==> config.mk <==
export PLATFORM = sky130hd
export DESIGN_NAME = mult_seq_ctrl
export DESIGN_NICKNAME = d
export VERILOG_FILES = /design/src/rtl/mult_seq_pkg.sv /design/src/rtl/mult_step_cnt.sv /design/src/rtl/mult_seq_ctrl.sv
export SDC_FILE = /design/constraint.sdc
export NUM_CORES = 1
export LEC_CHECK = 0
export ABC_CLOCK_PERIOD_IN_PS = 2100
export BUFFER_PORTS_ARGS = -buffer_cell sky130_fd_sc_hd__buf_4
export CAP_MARGIN = 40
export CORE_MARGIN = 5
export CORE_UTILIZATION = 30
export CTS_CLUSTER_DIAMETER = 40
export DETAILED_ROUTE_END_ITERATION = 8
export GPL_TIMING_DRIVEN = 1
export PLACE_DENSITY = 0.56
export SLEW_MARGIN = 15
export SYNTH_ARGS = -nofsm -noshare
export SYNTH_HDL_FRONTEND = slang
export SYNTH_SLANG_ARGS = --single-unit
==> constraint.sdc <==
create_clock -name Clk -period 2.1 [get_ports Clk]
set_clock_uncertainty 0.15 [all_clocks]
set_input_delay 0 -clock Clk [delete_from_list [all_inputs] [get_ports Clk]]
set_output_delay 0 -clock Clk [all_outputs]
set_load 0.02 [all_outputs]
==> src/rtl/mult_seq_pkg.sv <==
// Shared types and defaults for the sequential multiplier controller.
//   DEFAULT_WIDTH : default operand width / number of add-shift steps
//   state_t       : controller state encoding (4-bit, upper codes unused)
//   ctrl_t        : registered control-output bundle
//   is_busy()     : states in which a multiply is in progress
package mult_seq_pkg;

    localparam int unsigned DEFAULT_WIDTH = 8;

    // 4-bit encoding leaves codes 8..15 unused; they recover to ST_IDLE.
    typedef enum logic [3:0] {
        ST_IDLE  = 4'h0,
        ST_LOAD  = 4'h1,
        ST_READY = 4'h2,
        ST_CLRXA = 4'h3,
        ST_ARITH = 4'h4,
        ST_SHIFT = 4'h5,
        ST_HALT  = 4'h6,
        ST_HOLD  = 4'h7
    } state_t;

    typedef struct packed {
        logic shift;
        logic add;
        logic sub;
        logic clr_ld;
        logic clr_xa;
        logic busy;
        logic done;
    } ctrl_t;

    function automatic logic is_busy(input state_t s);
        return (s == ST_CLRXA) || (s == ST_ARITH) || (s == ST_SHIFT);
    endfunction

endpackage

==> src/rtl/mult_step_cnt.sv <==
// Step counter for the add/shift sequence.
//   Clk, Reset : clock, asynchronous active-low reset
//   clr        : force the count to 0 (wins over inc)
//   inc        : advance by one; saturates at WIDTH-1
//   cnt        : current step index, 0..WIDTH-1
//   last_c     : cnt == WIDTH-1 (sign step)
//   pen_c      : cnt == WIDTH-2 (next increment reaches the sign step)
module mult_step_cnt
    import mult_seq_pkg::*;
#(
    parameter int unsigned WIDTH = DEFAULT_WIDTH,
    parameter int unsigned CW    = $clog2(WIDTH)
) (
    input  logic          Clk,
    input  logic          Reset,
    input  logic          clr,
    input  logic          inc,
    output logic [CW-1:0] cnt,
    output logic          last_c,
    output logic          pen_c
);

    localparam logic [CW-1:0] LAST_VAL = CW'(WIDTH - 1);
    localparam logic [CW-1:0] PEN_VAL  = CW'(WIDTH - 2);

    logic [CW-1:0] cnt_nxt;

    // Next count: clear has priority, increment never wraps past the sign step.
    always_comb begin
        cnt_nxt = cnt;
        if (clr) begin
            cnt_nxt = '0;
        end else if (inc && !last_c) begin
            cnt_nxt = cnt + CW'(1);
        end
    end

    always_ff @(posedge Clk or negedge Reset) begin
        if (!Reset) begin
            cnt <= '0;
        end else begin
            cnt <= cnt_nxt;
        end
    end

    assign last_c = (cnt == LAST_VAL);
    assign pen_c  = (cnt == PEN_VAL);

endmodule

==> src/rtl/mult_seq_ctrl.sv <==
// Control FSM for a shift-add two's-complement multiplier (X:A:B chain).
// Optional build macro: MULT_SEQ_CTRL_SKIP_EN -- when defined, a step whose
// sampled multiplier bit M is 0 skips the ARITH cycle; otherwise every step
// goes through ARITH and the datapath qualifies Add/Sub with M.
//   Clk, Reset : clock, asynchronous active-low reset
//   Run        : level start/continue request
//   LoadClear  : load B and clear accumulator
//   M          : current multiplier LSB
//   Shift      : shift X:A:B right one place
//   Add / Sub  : add S into A (steps 0..WIDTH-2) / subtract S (step WIDTH-1)
//   Op         : Add | Sub
//   Clr_Ld     : clear X/A and load B
//   Clr_XA     : clear X and A only
//   Busy       : multiply in progress (CLRXA, ARITH, SHIFT)
//   Done       : result valid (HALT)
//   Step       : current step index
module mult_seq_ctrl
    import mult_seq_pkg::*;
#(
    parameter int unsigned WIDTH = DEFAULT_WIDTH,
    parameter int unsigned CW    = $clog2(WIDTH)
) (
    input  logic          Clk,
    input  logic          Reset,
    input  logic          Run,
    input  logic          LoadClear,
    input  logic          M,
    output logic          Shift,
    output logic          Add,
    output logic          Sub,
    output logic          Op,
    output logic          Clr_Ld,
    output logic          Clr_XA,
    output logic          Busy,
    output logic          Done,
    output logic [CW-1:0] Step
);

`ifdef MULT_SEQ_CTRL_SKIP_EN
    localparam bit SKIP_EN = 1'b1;
`else
    localparam bit SKIP_EN = 1'b0;
`endif

    state_t state;
    state_t state_nxt;
    state_t first_c;
    ctrl_t  ctrl;
    ctrl_t  ctrl_nxt;
    logic   cnt_clr;
    logic   cnt_inc;
    logic   step_last_c;
    logic   step_pen_c;
    logic   next_last;

    mult_step_cnt #(
        .WIDTH (WIDTH),
        .CW    (CW)
    ) u_step_cnt (
        .Clk    (Clk),
        .Reset  (Reset),
        .clr    (cnt_clr),
        .inc    (cnt_inc),
        .cnt    (Step),
        .last_c (step_last_c),
        .pen_c  (step_pen_c)
    );

    // State entered at the start of each step.
    assign first_c = (M || !SKIP_EN) ? ST_ARITH : ST_SHIFT;

    // Next state, counter control, and next-cycle Moore outputs.
    // next_last tells the decode whether the step being entered is the sign step,
    // so Add/Sub can be registered together with the state.
    always_comb begin
        state_nxt = state;
        cnt_clr   = 1'b0;
        cnt_inc   = 1'b0;
        next_last = step_last_c;
        ctrl_nxt  = '0;

        case (state)
            ST_IDLE: begin
                if (LoadClear) begin
                    state_nxt = ST_LOAD;
                end
            end
            ST_LOAD: begin
                state_nxt = ST_READY;
            end
            ST_READY: begin
                if (LoadClear) begin
                    state_nxt = ST_LOAD;
                end else if (Run) begin
                    cnt_clr   = 1'b1;
                    next_last = 1'b0;
                    state_nxt = first_c;
                end
            end
            ST_CLRXA: begin
                cnt_clr   = 1'b1;
                next_last = 1'b0;
                state_nxt = first_c;
            end
            ST_ARITH: begin
                state_nxt = ST_SHIFT;
            end
            ST_SHIFT: begin
                if (step_last_c) begin
                    state_nxt = ST_HALT;
                end else begin
                    cnt_inc   = 1'b1;
                    next_last = step_pen_c;
                    state_nxt = first_c;
                end
            end
            ST_HALT: begin
                if (!Run) begin
                    state_nxt = ST_HOLD;
                end
            end
            ST_HOLD: begin
                if (LoadClear) begin
                    state_nxt = ST_LOAD;
                end else if (Run) begin
                    state_nxt = ST_CLRXA;
                end
            end
            default: begin
                state_nxt = ST_IDLE;
            end
        endcase

        ctrl_nxt.shift  = (state_nxt == ST_SHIFT);
        ctrl_nxt.add    = (state_nxt == ST_ARITH) && !next_last;
        ctrl_nxt.sub    = (state_nxt == ST_ARITH) && next_last;
        ctrl_nxt.clr_ld = (state_nxt == ST_LOAD);
        ctrl_nxt.clr_xa = (state_nxt == ST_CLRXA);
        ctrl_nxt.busy   = is_busy(state_nxt);
        ctrl_nxt.done   = (state_nxt == ST_HALT);
    end

    // State and registered control outputs.
    always_ff @(posedge Clk or negedge Reset) begin
        if (!Reset) begin
            state <= ST_IDLE;
            ctrl  <= '0;
        end else begin
            state <= state_nxt;
            ctrl  <= ctrl_nxt;
        end
    end

    assign Shift  = ctrl.shift;
    assign Add    = ctrl.add;
    assign Sub    = ctrl.sub;
    assign Clr_Ld = ctrl.clr_ld;
    assign Clr_XA = ctrl.clr_xa;
    assign Busy   = ctrl.busy;
    assign Done   = ctrl.done;
    assign Op     = ctrl.add | ctrl.sub;

endmodule
---- After elaboration in Yosys (flattened, before gate mapping) ----
Index checks and enable logic that the tools add are counted.
operators by class
  $add $sub $neg .......................... 1
  $mul .................................... 0
  div/mod/pow operators ................... 0
  magnitude comparators ................... 0
  equality and inequality tests ........... 14
  shifts and indexed selects .............. 0
  multiplexer cells ....................... 19
  bitwise logic cells ..................... 1
  reduce and logical (&&, ||, !) cells .... 9
operators by type and width
  cell                   number
  $pmux W4 S8            1
  $eq A4 B3 Y1 const B   7
  $mux W4                6
  $eq A4 B2 Y1 const B   3
  $eq A4 B1 Y1 const B   2
  $mux W1                7
  $eq A3 B3 Y1 const B   2
  $mux W3                2
  $logic_not A4 Y1       1
  $add A3 B1 Y3 const B  1
  $logic_and A1 B1 Y1    3
  $pmux W1 S3            1
  $logic_not A1 Y1       2
  $logic_or A1 B1 Y1     2
  $mux W2                1
  $pmux W1 S2            1
  $reduce_bool A2 Y1     1
  $or A1 B1 Y1           1
storage, ports and cells
  bits in registers ....................... 14
  latch bits .............................. 0
  memory bits (writable) .................. 0
  ROM bits ................................ 0
  bits of input ports ..................... 5
  output and inout port bits .............. 11
  word-level logic and storage cells ...... 53
  memories kept ........................... 0

---- Longest topological paths before layout ----
Gate-level depths: netlist of the first run.
  depth in word-level cells ............... 6
  depth in mapped cells ................... 6

---- Modules after synthesis ----
Synthesis of the first run repeated with hierarchy kept, for this count alone.
second synthesis, totals
  cells, all modules ...................... 72
  area, all modules ....................... 800.8 um^2
by module, submodules not included
  module         instances  cells each  area an instance (um^2)  sequential area each (um^2)
  mult_seq_ctrl  1          54          591.8                    275.3
  mult_step_cnt  1          18          209.0                    75.1

---- Least setup slack after synthesis of the first run ----
OpenSTA, ideal clock, no wires.
  path type ............................... reg-to-reg
  start ................................... register u_step_cnt.cnt[0]
  end ..................................... register ctrl, in the netlist Busy
  library setup time ...................... 126 ps
  data arrival time ....................... 1,623 ps
  required time ........................... 1,824 ps
  slack ................................... 201 ps
  stages on the path, launching flop included .. 7
  buffers on the path ..................... 0
  clock period less this slack ............ 1,899 ps
  cells stage by stage .................... dfrtp_1 ha_1 ha_1 nand2b_1 a32oi_1 a221oi_2 a311o_1
RTL lines
  element                 line                  RTL
  start, declared         mult_step_cnt.sv:18   output logic [CW-1:0] cnt,
  start signal, assigned  mult_step_cnt.sv:42   cnt <= cnt_nxt;
  end signal, assigned    mult_seq_ctrl.sv:150  ctrl <= ctrl_nxt;
  end, declared           mult_seq_ctrl.sv:48   ctrl_t ctrl;

==> summary.md, run 1 <==
| Metric | Value |
|---|---|
| Vias in the first global route | `513` |
| Pwr Density | `between 800 and 900 nW/µm²` |
| Rel. slew slack | `59.5%` |
| Synth Flop Type | `dfrtp_1` |
| Peak supply drop | `0.000367 V` |
| Worst min-delay path category | `register to register` |
| Outcome | `finished clean` |
| Commonest non-fill, non-tap cells in the layout | `14 x dfrtp_1, 14 x buf_4, 7 x nor2_1` |
| Ys async rst share | `100%` |
| Worst path bufs/invs | `0` |
| Final Slew Violations | `0` |
| Die area | `3470 µm²` |
| I/O pins | `16` |
| # rows | `17` |
| Die Span X | `58.9 µm` |
| Met3 wire length | `between 80 and 90 µm` |
| GRT Util Overall | `8.88%` |
| Fill count | `246` |
| Final Hold Viols | `0` |
| Avg Cell Area, Syn | `between 9 and 10 µm²` |
| Leakage | `around 0.42 nW` |
| Top Family by Delay on Critical Path | `compound AO/OA/AOI/OAI gates` |
| Worst path slowest cell | `dfrtp_1` |
| CTS tree | `done` |
| Register area share after synthesis | `between 40% and 50%` |
| Detailed Place HPWL | `1040 µm` |
| Critical-path cell list | `ha_1, ha_1, nand2b_1, a32oi_1, a221oi_2, a311o_1` |
| Met2 WL | `749 µm` |
| Top-area cell type share of the netlist area | `48.9%` |
| Final setup margin | `141 ps` |
| # diodes | `0` |
| Setup bufs post-CTS | `0` |
| Non-Filler Instances | `117` |
| First-pass GRT wire length | `2330 µm` |
| Synth area leader | `dfrtp_1` |
| Die height | `58.9 µm` |
| Final setup TNS | `0 ps` |
| Initial Util | `31.8%` |
| Synth top area cells | `dfrtp_1 49%, ha_1 5.2%, nor2_1 3.7%` |
| Number of port buffers | `14` |
| Sink Count | `14` |
| Worst stage delay on the critical path | `430 ps` |
| Yosys warnings | `0` |
| Placed cell count | `109` |
| R2r setup slk | `about 140 ps` |
| Cells after Synth | `72` |
| Vias | `572` |
| Antenna Nets Post-Route | `0` |
| Critical Path Start Type | `register` |
| Setup CP Type | `register to register` |
| WL final | `1400 µm` |
| DRT met1 WL | `554 µm` |
| Worst-margin pin slew | `~610 ps` |
| Post-CTS sizing | `0` |
| Root buf cell | `clkbuf_4` |
| Max cap viols | `0` |
| Fraction of layout cells with a size suffix above 1 | `a little under a quarter` |
| H-tree Lvls | `1` |
| TritonCTS Buffers | `3` |
| Initial antenna violation count | `0` |
| Arr. time, crit path | `1960 ps` |
| Vias per inst | `~5` |
| Post-synth EDFFs | `0` |
| Grt total ovfl | `0` |
| Worst EP required | `~2100 ps` |
| Pre-CTS WS | `approximately 160 ps` |
| RSZ-0062 raised after global routing | `false` |
| Mapped Nets | `80` |
| Multi-input logic area | `325 µm²` |
| Uppermost routed layer | `met4` |
| Synth Register Bits | `14` |
| Total power | `0.732 mW` |
| Period utilization | `a little over 90%` |
| Pin count of the biggest net entering global routing | `15` |
| CP dominant cell by count | `ha_1` |
| Gpl congestion | `between 0.7 and 0.8` |
| Mapped Area | `approximately 700 µm²` |
| CP Max Fanout | `4` |
| Later-pin clock latency in the skew report | `270 ps` |
| Netlist cell types | `34` |
| Reg area | `350 µm²` |
| Iter 0 DRT Violations | `9` |
| Fmax | `510 MHz` |
| Net count, final | `98` |
| CP Capture Type | `register` |
| Fin crit period | `1960 ps` |
| Final Setup Violations | `0` |
| DRC errors left | `0` |
| Drt wl/cell | `11.9 µm` |
| Core Area | `between 2000 and 2500 µm²` |
| Clock buffer depth | `2` |
| Layout area overhead | `26.0%` |
| Clock transition at path regs | `about 80 ps` |
| Drt pass-1 iters | `4` |
==> cell usage after synthesis (2+ instances only) <==
master,n
o21ai_0,3
a21oi_1,3
inv_1,3
buf_4,2
buf_2,3
a31oi_1,2
nand2b_1,2
ha_1,3
nand2_1,4
nor3_1,2
nor2_1,7
dfrtp_1,14
xnor2_1,2
nor2b_1,2
==> cells by family (layout without fill, tap and decap cells) <==
group	count (synthesis)	after routing	synth area share, %
xor gates and xnor gates	2	2	2.44
buffers and inverters	8	25	5.76
DFF	14	14	48.9
other	1	1	0.523
and+or+nand+nor	25	25	18.0
adders and majority gates	3	3	5.24
AOI/OAI and AO/OA	18	18	17.8
muxes	1	1	1.40
==> layout make-up <==
| class | count | share of cell area (%) |
|---|---|---|
| flip-flops and latches | 14 | 38.8 |
| multi-input cells | 50 | 36.0 |
| repair buffers | 18 | 16.1 |
| clock buffers | 4 | 4.02 |
| well taps | 28 | 3.88 |
| inverters | 3 | 1.25 |
==> routing by layer <==
| metal | track usage (%) | vias up |
|---|---|---|
| met1 | 9.65 | 270 |
| met5 | 0 | - |
| met4 | 1.94 | 0 |
| li1 | - | 287 |
| met2 | 15.8 | 13 |
| met3 | 3.95 | 2 |
==> report_power, final <==
part | leakage, nW | internal, mW | switching, mW
Sequential | 0.185 | 0.302 | 0.0410
Combinational | 0.214 | 0.0952 | 0.109
Clock | 0.0210 | 0.105 | 0.0787
Total | 0.421 | 0.503 | 0.229
==> final timing paths <==
path	cells after the start	startpoint	to
max	6	u_step_cnt.cnt[1]	Busy
min	2	u_step_cnt.cnt[2]	Sub
max reg2reg	6	u_step_cnt.cnt[1]	Busy
min reg2reg	2	u_step_cnt.cnt[2]	Sub
max in group asynchronous	3	Reset	state[3]
min in group asynchronous	3	Reset	Clr_Ld
==> stage by stage <==
step                      cell area, µm²  hold slack, ps  utilization, %
after floorplan                      717            -446               -
after global placement               827            -293            36.7
after detailed placement             827            -291            36.7
after CTS                            903             417            40.1
after global routing                 903             432            40.1
final                                903             414            40.1
==> sequential cells by signal (all words and copies together), names as in the netlist <==
register and flops:
Add 1, Sub 1, state 4, Busy 1
Done 1, Clr_Ld 1, Shift 1, u_step_cnt.cnt 3
Clr_XA 1
==> worst reg2reg max path: cells and delay by family (launching register included) <==
family | cells | cell delay (ps)
simple gates | 1 | 140
compound gates | 3 | 720
fa+ha+maj | 2 | 410
flops | 1 | 430
==> what timing repair did <==
item                                   in CTS  in global routing
setup endpoints to repair                   0                  0
hold buffers                                4                  0
endpoints found under the hold margin      17                  0
Power figures use the tool's default switching activity.
==> run 2, diff against run 1 <==
- CORE_ASPECT_RATIO: not set -> 0.5
- SKIP_LAST_GASP: not set -> 1
- SYNTH_HIERARCHICAL: not set -> 1
==> summary.md, run 2 <==
| Metric | Value |
|---|---|
| Final Slew Violations | `0` |
| Worst min-delay path category | `register to register` |
| CP Max Fanout | `7` |
| CTS tree | `done` |
| Synth Flop Type | `dfrtp_1` |
| Die height | `between 40 and 50 µm` |
| Fmax | `545 MHz` |
| Most common library cells after synthesis | `14 x dfrtp_1, 9 x nor2_1, 5 x nor2b_1` |
| I/O pins | `16` |
| RR Endpoint | `Clr_XA` |
| WL final | `around 1500 µm` |
| Synth area leader | `dfrtp_1` |
| Leading registers by flop count | `state (4), u_step_cnt/cnt (3)` |
| # diodes | `0` |
| Arr. time, crit path | `1810 ps` |
| Later-pin clock latency in the skew report | `240 ps` |
| Pin count of the biggest net entering global routing | `16` |
| R2r setup slk | `260 ps` |
| Clock transition at path regs | `60 ps` |
| Layout area overhead | `28.6%` |
| Final setup TNS | `0 ps` |
| Worst reg2reg path depth | `6` |
| Root buf cell | `clkbuf_8` |
| Met2 Use GR | `14.6%` |
| Outcome | `finished clean` |
| Yosys warnings | `6` |
| Drt wl/cell | `11.7 µm` |
| Vias | `569` |
| Final setup margin | `264 ps` |
| Synth top area cells | `dfrtp_1 44%, clkbuf_8 5.2%, ha_1 4.7%` |
| Pre-CTS WS | `about 170 ps` |
| Period utilization | `87.4%` |
| CP Capture Type | `register` |
| Int Pwr | `0.486 mW` |
| Synth Register Bits | `14` |
| DRC errors left | `0` |
| Worst EP required | `2070 ps` |
| Detailed Place HPWL | `1030 µm` |
| Pwr Density | `621 nW/µm²` |
| Largest Register | `state` |
| Top-area cell type share of the netlist area | `a little over two fifths` |
| Worst setup endpoint | `Clr_XA` |
| Iter 0 DRT Violations | `38` |
| Initial Util | `between 30% and 40%` |
| Fill count | `265` |
| Die area | `3870 µm²` |
| Worst stage delay on the critical path | `420 ps` |
| Switch Pwr | `0.154 mW` |
| Vias in the first global route | `599` |
| Antenna Nets Post-Route | `0` |
| Busiest grt layer | `met2` |
| Worst path slowest cell | `dfrtp_1` |
| H-tree Lvls | `1` |
| Final Hold Viols | `0` |
| Cells after Synth | `72` |
| Net count, final | `102` |
| Setup CP Type | `register to register` |
| Post-synth EDFFs | `0` |
| Fin crit period | `1840 ps` |
| Fraction of layout cells with a size suffix above 1 | `between 20 and 30%` |
| # rows | `13` |
| Max reg flops | `4` |
| Placed cell count | `roughly 120` |
| Mapped Area | `about 800 µm²` |
| CP dominant cell by count | `ha_1` |
| Commonest non-fill, non-tap cell in the layout | `buf_4` |
| Drt pass-1 iters | `4` |
| Max cap viols | `0` |
| Grt total ovfl | `0` |
| Sink Count | `14` |
| Peak supply drop | `0.000323 V` |
| Total power | `0.640 mW` |
| Die Span X | `83.1 µm` |
| Register area share after synthesis | `43.8%` |
| Netlist cell types | `35` |
| Gpl congestion | `0.741` |
| Comb power frac | `12.7%` |
| Initial antenna violation count | `0` |
| Reg2reg start | `u_step_cnt/cnt[0]` |
| Clock power share | `about two fifths` |
| Sw Ratio | `~24%` |
| Final Setup Violations | `0` |
| First-pass GRT wire length | `2730 µm` |
| Leakage | `about 0.50 nW` |
| Global routing usage on met1 | `11.6%` |
| Most frequent cell after synthesis | `dfrtp_1` |
| RSZ-0062 raised after global routing | `false` |
| Grt met3 use | `3.04%` |
| Core Util, Final | `40.1%` |
| Commonest non-fill, non-tap cells in the layout | `15 x buf_4, 14 x dfrtp_1, 9 x nor2_1` |
| Clock buffer depth | `2` |
| Avg Cell Area, Syn | `11.1 µm²` |
| Core Area | `2570 µm²` |
| Reg power frac | `46.1%` |
| Mapped Nets | `80` |
| Number of port buffers | `14` |
| Critical-path cell list | `ha_1, ha_1, nand2b_1, a2bb2oi_2, o32ai_4, nor2b_1` |
| Ys async rst share | `100%` |
| TritonCTS Buffers | `3` |
| Critical Path Start Type | `register` |
| Vias per inst | `4.38` |
| Crit path from | `u_step_cnt/cnt[0]` |
| Non-Filler Instances | `130` |
| GRT Util Overall | `under 10%` |
-- run 2: timing repair --
item | CTS | global route
hold buffers | 5 | 0
buffers inserted | 0 | 0
hold endpoints to repair | 16 | 0
resized for setup | 0 | 1
endpoints found under the setup margin | 0 | 1
-- run 2: worst min path at each step --
| stage | start | to | cells past startpoint |
|---|---|---|---|
| after global routing | LoadClear | state[1] | 3 |
| after detailed placement | Reset | Clr_Ld | 1 |
| after floorplan | Reset | Add | 0 |
| after global placement | Reset | Clr_Ld | 1 |
| after CTS | u_step_cnt/cnt[2] | u_step_cnt/cnt[2] | 2 |
| final | u_step_cnt/cnt[2] | u_step_cnt/cnt[2] | 2 |
-- run 2: logic make-up (layout without fill, tap and decap cells) --
kind of cell | after synthesis | after routing | share of synthesized area [%]
simple gates | 34 | 34 | 25.5
flops | 14 | 14 | 43.8
compound gates | 10 | 10 | 13.0
buf+inv | 6 | 27 | 6.56
fa+ha+maj | 3 | 3 | 4.69
mux | 3 | 3 | 5.00
other cells | 1 | 1 | 0.468
xor+xnor | 1 | 1 | 1.09
-- run 2: final cells by class --
cell class	count	area (µm²)	area share [%]
clock buffer	4	55.1	5.35
inverter	3	11.3	1.09
multi-input combinational	52	404	39.2
timing repair buffer	20	163	15.8
tap	37	46.3	4.50
sequential	14	350	34.0
-- run 2: power by group through the flow --
stage               Combinational, mW  Sequential [mW]  Clock (mW)
global route                   0.0912            0.297       0.281
global placement               0.0738            0.300           0
detailed placement             0.0740            0.300           0
floorplan                      0.0492            0.300           0
CTS                            0.0816            0.295       0.272
finish                         0.0811            0.295       0.264
-- run 2: per-stage QoR --
step / area (µm²) / hold WS, ps
after floorplan: 801 / -446
after global placement: 918 / -286
after detailed placement: 918 / -287
after CTS: 1020 / 440
after global routing: 1030 / 485
final: 1030 / 433
-- run 2: metal layers --
layer  routed length (µm)  up-vias
met5                    0        -
li1                     -      293
met4                    0        0
met3                   51        0
met1                  759      268
met2                  708        8
-- run 2: worst max-delay path, delay by kind of cell, from the launching register on --
| family | cells | cell delay (ps) |
|---|---|---|
| compound gates | 2 | 340 |
| simple gates | 2 | 340 |
| flops | 1 | 420 |
| fa+ha+maj | 2 | 470 |
